[config.mk]
export PLATFORM = sky130hd
export DESIGN_NAME = localbp_update_queue
export DESIGN_NICKNAME = d
export VERILOG_FILES = /design/src/rtl/localbp_update_queue.sv
export SDC_FILE = /design/constraint.sdc
export NUM_CORES = 1
export LEC_CHECK = 0
export CORE_MARGIN = 2
export CORE_UTILIZATION = 59
export DETAILED_ROUTE_END_ITERATION = 8
export PLACE_DENSITY = 0.82
export SLEW_MARGIN = 10
export SYNTH_ARGS = -nofsm -noshare
export SYNTH_HDL_FRONTEND = slang
export SYNTH_SLANG_ARGS = --single-unit
[constraint.sdc]
create_clock -name clk -period 11.4 [get_ports clk]
set_input_delay 2.28 -clock clk [delete_from_list [all_inputs] [get_ports clk]]
set_output_delay 2.28 -clock clk [all_outputs]
set_load 0.05 [all_outputs]
[src/rtl/localbp_update_queue.sv]
// localbp_update_queue: queues resolved local-history updates for the BHT write port
// and forwards the newest pending LHR to the fetch-side lookup.
`default_nettype none

module localbp_update_queue #(
    parameter int XLEN  = 64,
    parameter int m     = 6,
    parameter int k     = 10,
    parameter int DEPTH = 4
) (
    input  logic                     clk,
    input  logic                     reset,
    input  logic                     EnqValid,
    input  logic [m-1:0]             EnqIndex,
    input  logic                     EnqTaken,
    input  logic [k-1:0]             EnqLHR,
    output logic                     EnqReady,
    output logic                     Dropped,
    output logic                     WrEn,
    output logic [m-1:0]             WrIndex,
    output logic [k-1:0]             WrLHR,
    input  logic                     WrGrant,
    input  logic [m-1:0]             LookupIndex,
    output logic                     LookupHit,
    output logic [k-1:0]             LookupLHR,
    output logic [$clog2(DEPTH):0]   Count
);

    localparam int PTR_W = $clog2(DEPTH);
    localparam int CNT_W = PTR_W + 1;
    localparam logic [CNT_W-1:0] C_FULL = CNT_W'(DEPTH);

    // XLEN is carried only so all predictor blocks share one parameter list.
    if (XLEN > 0) begin : g_xlen_present
    end

    logic [DEPTH-1:0] valid_q;
    logic [m-1:0]     idx_q [DEPTH];
    logic [k-1:0]     lhr_q [DEPTH];
    logic [PTR_W-1:0] head_q, head_d;
    logic [PTR_W-1:0] tail_q, tail_d;
    logic [CNT_W-1:0] count_q, count_d;

    logic             deq;
    logic             fire;
    logic [k-1:0]     base;
    logic [k-1:0]     new_lhr;
    logic [PTR_W-1:0] enq_pos;
    logic [PTR_W-1:0] lk_pos;

    assign WrEn     = (count_q != '0);
    assign WrIndex  = idx_q[head_q];
    assign WrLHR    = lhr_q[head_q];
    assign deq      = WrEn & WrGrant;
    assign EnqReady = (count_q != C_FULL) | deq;
    assign Dropped  = EnqValid & ~EnqReady;
    assign fire     = EnqValid & EnqReady;
    assign Count    = count_q;
    assign new_lhr  = {EnqTaken, base[k-1:1]};

    // Walk oldest to newest so the last match is the newest pending history.
    always_comb begin
        base    = EnqLHR;
        enq_pos = '0;
        for (int i = 0; i < DEPTH; i++) begin
            enq_pos = head_q + PTR_W'(i);
            if (valid_q[enq_pos] && (idx_q[enq_pos] == EnqIndex)) begin
                base = lhr_q[enq_pos];
            end
        end
    end

    always_comb begin
        LookupHit = 1'b0;
        LookupLHR = '0;
        lk_pos    = '0;
        for (int i = 0; i < DEPTH; i++) begin
            lk_pos = head_q + PTR_W'(i);
            if (valid_q[lk_pos] && (idx_q[lk_pos] == LookupIndex)) begin
                LookupHit = 1'b1;
                LookupLHR = lhr_q[lk_pos];
            end
        end
    end

    always_comb begin
        head_d  = deq  ? head_q + 1'b1 : head_q;
        tail_d  = fire ? tail_q + 1'b1 : tail_q;
        count_d = count_q;
        if (fire && !deq) begin
            count_d = count_q + 1'b1;
        end else if (!fire && deq) begin
            count_d = count_q - 1'b1;
        end
    end

    // When full, head and tail alias; the enqueue write must win over the invalidate.
    always_ff @(posedge clk) begin
        if (reset) begin
            valid_q <= '0;
            head_q  <= '0;
            tail_q  <= '0;
            count_q <= '0;
            for (int i = 0; i < DEPTH; i++) begin
                idx_q[i] <= '0;
                lhr_q[i] <= '0;
            end
        end else begin
            if (deq) begin
                valid_q[head_q] <= 1'b0;
            end
            if (fire) begin
                valid_q[tail_q] <= 1'b1;
                idx_q[tail_q]   <= EnqIndex;
                lhr_q[tail_q]   <= new_lhr;
            end
            head_q  <= head_d;
            tail_q  <= tail_d;
            count_q <= count_d;
        end
    end

endmodule

`default_nettype wire

==> impl_metrics.py, run 1 <==
metrics = {
    "yosys": {
        "synth_cells": 486,
        "synth.distinct_cells": 46,
        "synthAdderAreaFrac_pct": 2.20,
        "synthMuxAreaShare_pct": 28.3,
        "synth_top_family_by_area": "multiplexers",
        "synth.cell_area_mm2": 0.00603,
        "yosys.area.top_type_share_pct": 31.8,
        "yosys_warnings": 0,
        "syn_nets": 523,
        "syn_avg_cell_area_um2": 12.4,
        "ys_ff_latch": 77,
        "ys.flop_type": "edfxtp_1",
        "yosysSeqAreaShare_pct": 36.2,
        "synth_compound_area_share_pct": 7.09,
        "synth_edf_count": 64,
        "synth_area_leaders": "edfxtp_1 (32%), mux4_2 (21%), xnor2_1 (5.5%)",
        "yosys.area.top_type": "edfxtp_1",
        "synth_xor_area_share_pct": 7.55,
        "synthSimpleGateAreaFrac_pct": 13.7,
        "async_flop_share_pct": 0,
    },
    "drt": {
        "via_count": 4497,
        "drt_wl_total_mm": 15.1,
        "drt_iter0_drc": 588,
        "drcViolationCount": 0,
        "wire_per_inst_um": 22.8,
        "vias_per_cell": 6.81,
        "ant_nets": 0,
        "dr.pass1.iters": 6,
    },
    "cts": {
        "clock_path_buffers": 2,
        "cts_made_buffers": 9,
        "post-cts-setup-buffer-count": 0,
        "path_clk_slew_ns": 0.07,
        "cts-root-buf": "clkbuf_8",
        "worstSkewPairLatency_ns": 0.34,
        "cts-resized-gates": 0,
        "cts_hold_buf": 0,
        "clock_sinks": 77,
        "cts_tree": "yes",
        "ctsHtreeMaxLevel": 3,
    },
    "worst_hold_path": {
        "hold_end": "Count[2]",
        "whs_path_depth": 2,
        "hp-class": "reg2reg",
        "min_from": "Count[2]",
    },
    "final_layout": {
        "areaGrowthSynthToFinish_pct": 11.9,
        "antenna_cells": 0,
        "stdcell_count": 660,
        "drive_gt1_share_pct": 20.1,
        "fin_nets": 559,
    },
    "floorplanning": {
        "io_pins": 60,
        "die-area_mm2": 0.0111,
        "fp.coreArea_mm2": 0.00986,
        "rows": 36,
        "die_h_um": 105,
        "start_util_pct": 61.2,
        "die_width_um": 105,
    },
    "power_and_ir_drop": {
        "finalPower_mw": 1.35,
        "powerDensity_mw_per_mm2": 200,
        "peakVddDrop_mv": 0.202,
        "p_leak_nw": 2.24,
    },
    "worst_setup_path": {
        "r2r_start": "head_q[0]",
        "critPathRequiredTime_ns": 9.12,
        "path_max_fanout": 14,
        "ff2ff_path_depth": 10,
        "critPathKind": "in2out",
        "path_cells": "clkdlybuf4s50_1, xnor2_1, nand4_1, nor4_2, buf_4, nor3_1, a22oi_1, a21oi_1, clkdlybuf4s50_1",
        "cp_common_cell": "clkdlybuf4s50_1",
        "cpMaxStageDelayCell": "nor3_1",
        "cp-end-kind": "output pin",
        "crit_path_max_incr_delay_ns": 0.84,
        "start_kind": "input port",
        "crit_arrival_ns": 5.46,
        "rr_endpoint": "lhr_q[1][5]",
        "rrSetupSlack_ns": 7.47,
    },
    "global_routing": {
        "grt_pass1_vias": 4258,
        "grt_max_degree": 56,
        "gr-total-overflow": 0,
        "grt_pass1_wl_mm": 23.8,
        "grtUsageTotal_pct": 28.2,
        "grt_antenna_before_repair": 0,
    },
    "timing": {
        "max_slew_margin_pct": 31.1,
        "setup_tns_ns": 0,
        "post-route-min-period_ns": 7.74,
        "hold_viol": 0,
        "drv_slew": 0,
        "post-route-period-util_pct": 67.9,
        "grt_setup_unrepaired": "false",
        "finalSetupViolCount": 0,
        "timing.fmax_ghz": 0.129,
        "final.setup_skew_ns": 0.00803,
        "tightest_slew_ns": 1.03,
    },
    "place": {
        "gp_congestion": 0.854,
        "port_buffers": 58,
        "hpwlAfterDp_mm": 11.0,
        "dp.cells": 644,
    },
    "run_status": {
        "outcome": "completed",
    },
    "flow_run": {
        "cap_violations": 0,
    },
}
## cells in the mapped netlist (2+ instances only)
library cell	n
or3_1	11
ha_1	9
mux4_2	57
or4_1	2
inv_1	17
nand2_1	16
nor4_4	2
a22oi_1	8
o22ai_1	10
nand4_1	7
nor2_1	55
o21ai_0	4
nand2b_1	5
buf_6	7
or3_2	2
a21oi_1	9
xnor2_1	38
a31oi_1	14
buf_4	5
mux2i_1	6
and2_1	27
mux4_1	9
o221ai_2	9
dfxtp_1	13
clkbuf_1	15
xor2_1	14
edfxtp_1	64
nand3_1	7
mux2_2	9
nor3_1	13
buf_2	7
## flip-flops by register name (all words and copies together) (netlist names), named ones only
name	count
tail_q	2
head_q	2
lhr_q	40
Count	3
valid_q	4
idx_q	24
## layer usage
metal,vias to the layer above,track usage [%],share of wire [%]
met3,30,6.49,12
li1,1952,-,-
met2,311,43.7,48
met5,-,0,0
met1,2204,40.7,38
met4,0,7.33,1.8
## critical path, delay by kind of cell
kind                   cells  cell delay, ns
XOR/XNOR                   1            0.13
AO/OA/AOI/OAI              2            0.44
AND/OR/NAND/NOR            3            1.00
buffers and inverters      3            1.61
## layout by cell type (no fill, tap or decap), types with 2 or more instances in the layout
cell / count
edfxtp_1: 64
dfxtp_1: 12
clkinv_2: 3
nor3_1: 13
or3_2: 2
mux4_2: 57
mux2_2: 9
buf_4: 5
ha_1: 8
nand2b_1: 5
nor2_1: 55
and2_1: 27
clkdlybuf4s50_1: 58
a22oi_1: 8
xnor2_1: 38
a21oi_1: 9
nand3_1: 7
clkbuf_8: 10
o21ai_0: 4
o22ai_1: 10
a31oi_1: 14
nand2_1: 16
o221ai_2: 9
nand4_1: 7
xor2_1: 14
or4_1: 2
or3_1: 11
mux2i_1: 6
inv_1: 17
mux4_1: 9
nor4_4: 2
## kinds of logic (layout without fill, tap and decap cells)
group                    count (synthesis)  after routing
XOR/XNOR                                52             52
flip-flops                              77             77
AND/OR/NAND/NOR                        154            154
AO/OA/AOI/OAI                           56             56
multiplexers                            82             82
adder cells (fa/ha/maj)                 10             10
buffers and inverters                   55             96
## report_power, final
part | switching [mW] | internal, mW | leakage, nW
combinational | 0.457 | 0.345 | 1.38
sequential | 0.0347 | 0.341 | 0.772
clock | 0.0895 | 0.0830 | 0.0865
## worst max-delay path by stage
| stage | start | to | slack, ns | depth (start not counted) |
|---|---|---|---|---|
| floorplan | LookupIndex[3] | LookupLHR[0] | 4.73 | 7 |
| global placement | LookupIndex[0] | LookupLHR[5] | 3.62 | 8 |
| detailed placement | LookupIndex[4] | LookupLHR[3] | 3.69 | 9 |
| CTS | LookupIndex[4] | LookupLHR[3] | 3.67 | 9 |
| global route | LookupIndex[3] | LookupLHR[3] | 3.48 | 9 |
| finish | LookupIndex[3] | LookupLHR[3] | 3.66 | 9 |
## layout make-up
cell class	instances	area, µm²
flip-flops and latches	77	2180
fillers	659	3110
clock inverters	5	26.3
clock buffers	11	141
inverters	17	63.8
well taps	133	166
multi-input cells	354	3550
repair buffers	63	618
## metrics by stage
| stage | setup WS (ns) | util, % | hold slack (ns) | cell area (µm²) |
|---|---|---|---|---|
| floorplan | 4.73 | - | 0.509 | 6030 |
| global placement | 3.62 | 66.8 | 0.498 | 6590 |
| detailed placement | 3.69 | 66.8 | 0.522 | 6590 |
| CTS | 3.67 | 68.5 | 0.539 | 6750 |
| global route | 3.48 | 68.5 | 0.604 | 6750 |
| finish | 3.66 | 68.5 | 0.531 | 6750 |
Power figures use the tool's default switching activity.
==> run 2, diff against run 1 <==
CORE_UTILIZATION = 58   (was 59)
PLACE_DENSITY = 0.81   (was 0.82)
clock period = 7.56 ns   (was 11.4 ns; I/O delays follow)
==> impl_metrics.py, run 2 (synthesis gave the netlist of run 1 again) <==
metrics = {
    "power_and_ir_drop": {
        "switching_share_pct": 42.6,
        "p_leak_nw": 2.24,
        "power_switching_mw": 0.864,
        "finalPower_mw": 2.03,
        "peakVddDrop_mv": 0.201,
        "comb_power_share_pct": 58.9,
        "p_int_mw": 1.17,
        "share_seq_of_total_power_pct": 28.0,
        "powerDensity_mw_per_mm2": 300,
        "pwr-share-clk_pct": 13.1,
    },
    "worst_setup_path": {
        "path_max_fanout": 24,
        "rrSetupSlack_ns": 3.42,
        "crit_arrival_ns": 4.92,
        "critPathKind": "reg2out",
        "start_kind": "register",
        "critPathRequiredTime_ns": 6.05,
        "ff2ff_path_depth": 9,
        "cp-end-kind": "output pin",
    },
    "floorplanning": {
        "rows": 37,
        "io_pins": 60,
        "die_width_um": 106,
        "die_h_um": 106,
        "start_util_pct": 59.0,
        "die-area_mm2": 0.0112,
        "fp.coreArea_mm2": 0.0102,
    },
    "global_routing": {
        "grtUsageMet2_pct": 46.9,
        "grt_util_met3_pct": 7.30,
        "grtUsageTotal_pct": 29.3,
        "gr-total-overflow": 0,
        "grt_pass1_wl_mm": 24.5,
        "grt_antenna_before_repair": 0,
        "grt_max_degree": 56,
        "busiest_layer": "met2",
        "grt_pass1_vias": 4671,
        "global_route.usage.met1_pct": 37.2,
    },
    "place": {
        "gp_congestion": 0.896,
        "dp.cells": 648,
        "port_buffers": 58,
        "hpwlAfterDp_mm": 10.8,
        "dp_slack_ns": 1.24,
    },
    "cts": {
        "cts_hold_buf": 0,
        "clock_sinks": 77,
        "cts_made_buffers": 9,
        "cts_tree": "yes",
        "cts-resized-gates": 0,
        "cts-root-buf": "clkbuf_8",
        "path_clk_slew_ns": 0.07,
        "clock_path_buffers": 2,
        "ctsHtreeMaxLevel": 3,
        "post-cts-setup-buffer-count": 0,
        "worstSkewPairLatency_ns": 0.35,
    },
    "timing": {
        "post-route-min-period_ns": 6.44,
        "post-route-period-util_pct": 85.1,
        "finalSetupViolCount": 0,
        "grt_setup_unrepaired": "false",
        "setup_tns_ns": 0,
        "holdWs_ns": 0.542,
        "max_slew_margin_pct": 29.3,
        "timing.fmax_ghz": 0.155,
        "final.setup_skew_ns": 0.00966,
        "worst_slack_ns": 1.12,
        "tightest_slew_ns": 1.06,
        "drv_slew": 0,
        "hold_viol": 0,
    },
    "final_layout": {
        "reg_top3": "lhr_q: 40 flops, idx_q: 24 flops, valid_q: 4 flops",
        "multiInputGateArea_mm2": 0.00355,
        "register_area_mm2": 0.00218,
        "mostFrequentLayoutCell": "edfxtp_1",
        "fin_nets": 560,
        "antenna_cells": 0,
        "stdcell_count": 664,
        "num-fill-cells": 755,
        "largest_register_ffs": 40,
        "regMostFlops": "lhr_q",
        "areaGrowthSynthToFinish_pct": 12.0,
        "layout_common_cells": "edfxtp_1 (64), clkdlybuf4s50_1 (58), mux4_2 (57), nor2_1 (55), xnor2_1 (38)",
        "drive_gt1_share_pct": 19.7,
    },
    "drt": {
        "wire_per_inst_um": 23.6,
        "drt_iter0_drc": 515,
        "dr.pass1.iters": 5,
        "vias_per_cell": 6.88,
        "ant_nets": 0,
        "via_count": 4566,
        "drcViolationCount": 0,
        "drt_wl_total_mm": 15.7,
    },
    "worst_hold_path": {
        "hp-class": "reg2reg",
        "whs_path_depth": 2,
    },
    "run_status": {
        "outcome": "completed",
    },
    "flow_run": {
        "cap_violations": 0,
    },
}
## run 2: cell count changes in the layout (fill, tap and decap cells not counted), sizes merged
cell	before	now
clkbuf	11	14
clkinv	4	2
buf	5	6
clkinvlp	1	0
## run 2: per-layer routing
| layer | vias to the layer above | part of all wire [%] |
|---|---|---|
| met4 | 0 | 3.1 |
| li1 | 1956 | - |
| met5 | - | 0 |
| met2 | 302 | 50 |
| met3 | 53 | 11 |
| met1 | 2255 | 36 |
## run 2: worst paths after layout
path,start,endpoint
worst max-delay path,head_q[0],LookupLHR[9]
worst min register to register,Count[2],Count[2]
worst max register to register,head_q[0],lhr_q[0][7]
worst min-delay path,Count[2],Count[2]
## run 2: through the flow
step                utilization (%)  cell area (µm²)
floorplan                         -             6030
global placement               64.5             6600
detailed placement             64.5             6600
CTS                            66.1             6760
global route                   66.1             6760
finish                         66.1             6760
## run 2: cell type report
| type | count | area share [%] |
|---|---|---|
| flip-flops and latches | 77 | 32.3 |
| clock inverters | 2 | 0.130 |
| clock buffers | 14 | 2.26 |
| repair buffers | 64 | 9.26 |
| multi-input cells | 354 | 52.6 |
| well taps | 136 | 2.52 |
| inverters | 17 | 0.944 |
## run 2: worst max-delay path: stages, from the launching register on
cell and delay, ns:
dfxtp_2 0.33, inv_1 0.11, ha_2 0.82, buf_4 0.39
mux4_2 0.29, nand4_1 0.09, or4_1 0.71, nand2b_1 0.54
o22ai_1 0.13, a21oi_1 0.28, clkdlybuf4s50_1 0.86
## run 2: power by group through the flow
stage / clock network (mW) / logic, mW / registers [mW]
2_1_floorplan: 0 / 0.935 / 0.580
3_3_place_gp: 0 / 1.16 / 0.568
3_5_place_dp: 0 / 1.18 / 0.576
4_1_cts: 0.267 / 1.19 / 0.568
5_1_grt: 0.285 / 1.26 / 0.577
6_report: 0.266 / 1.19 / 0.569
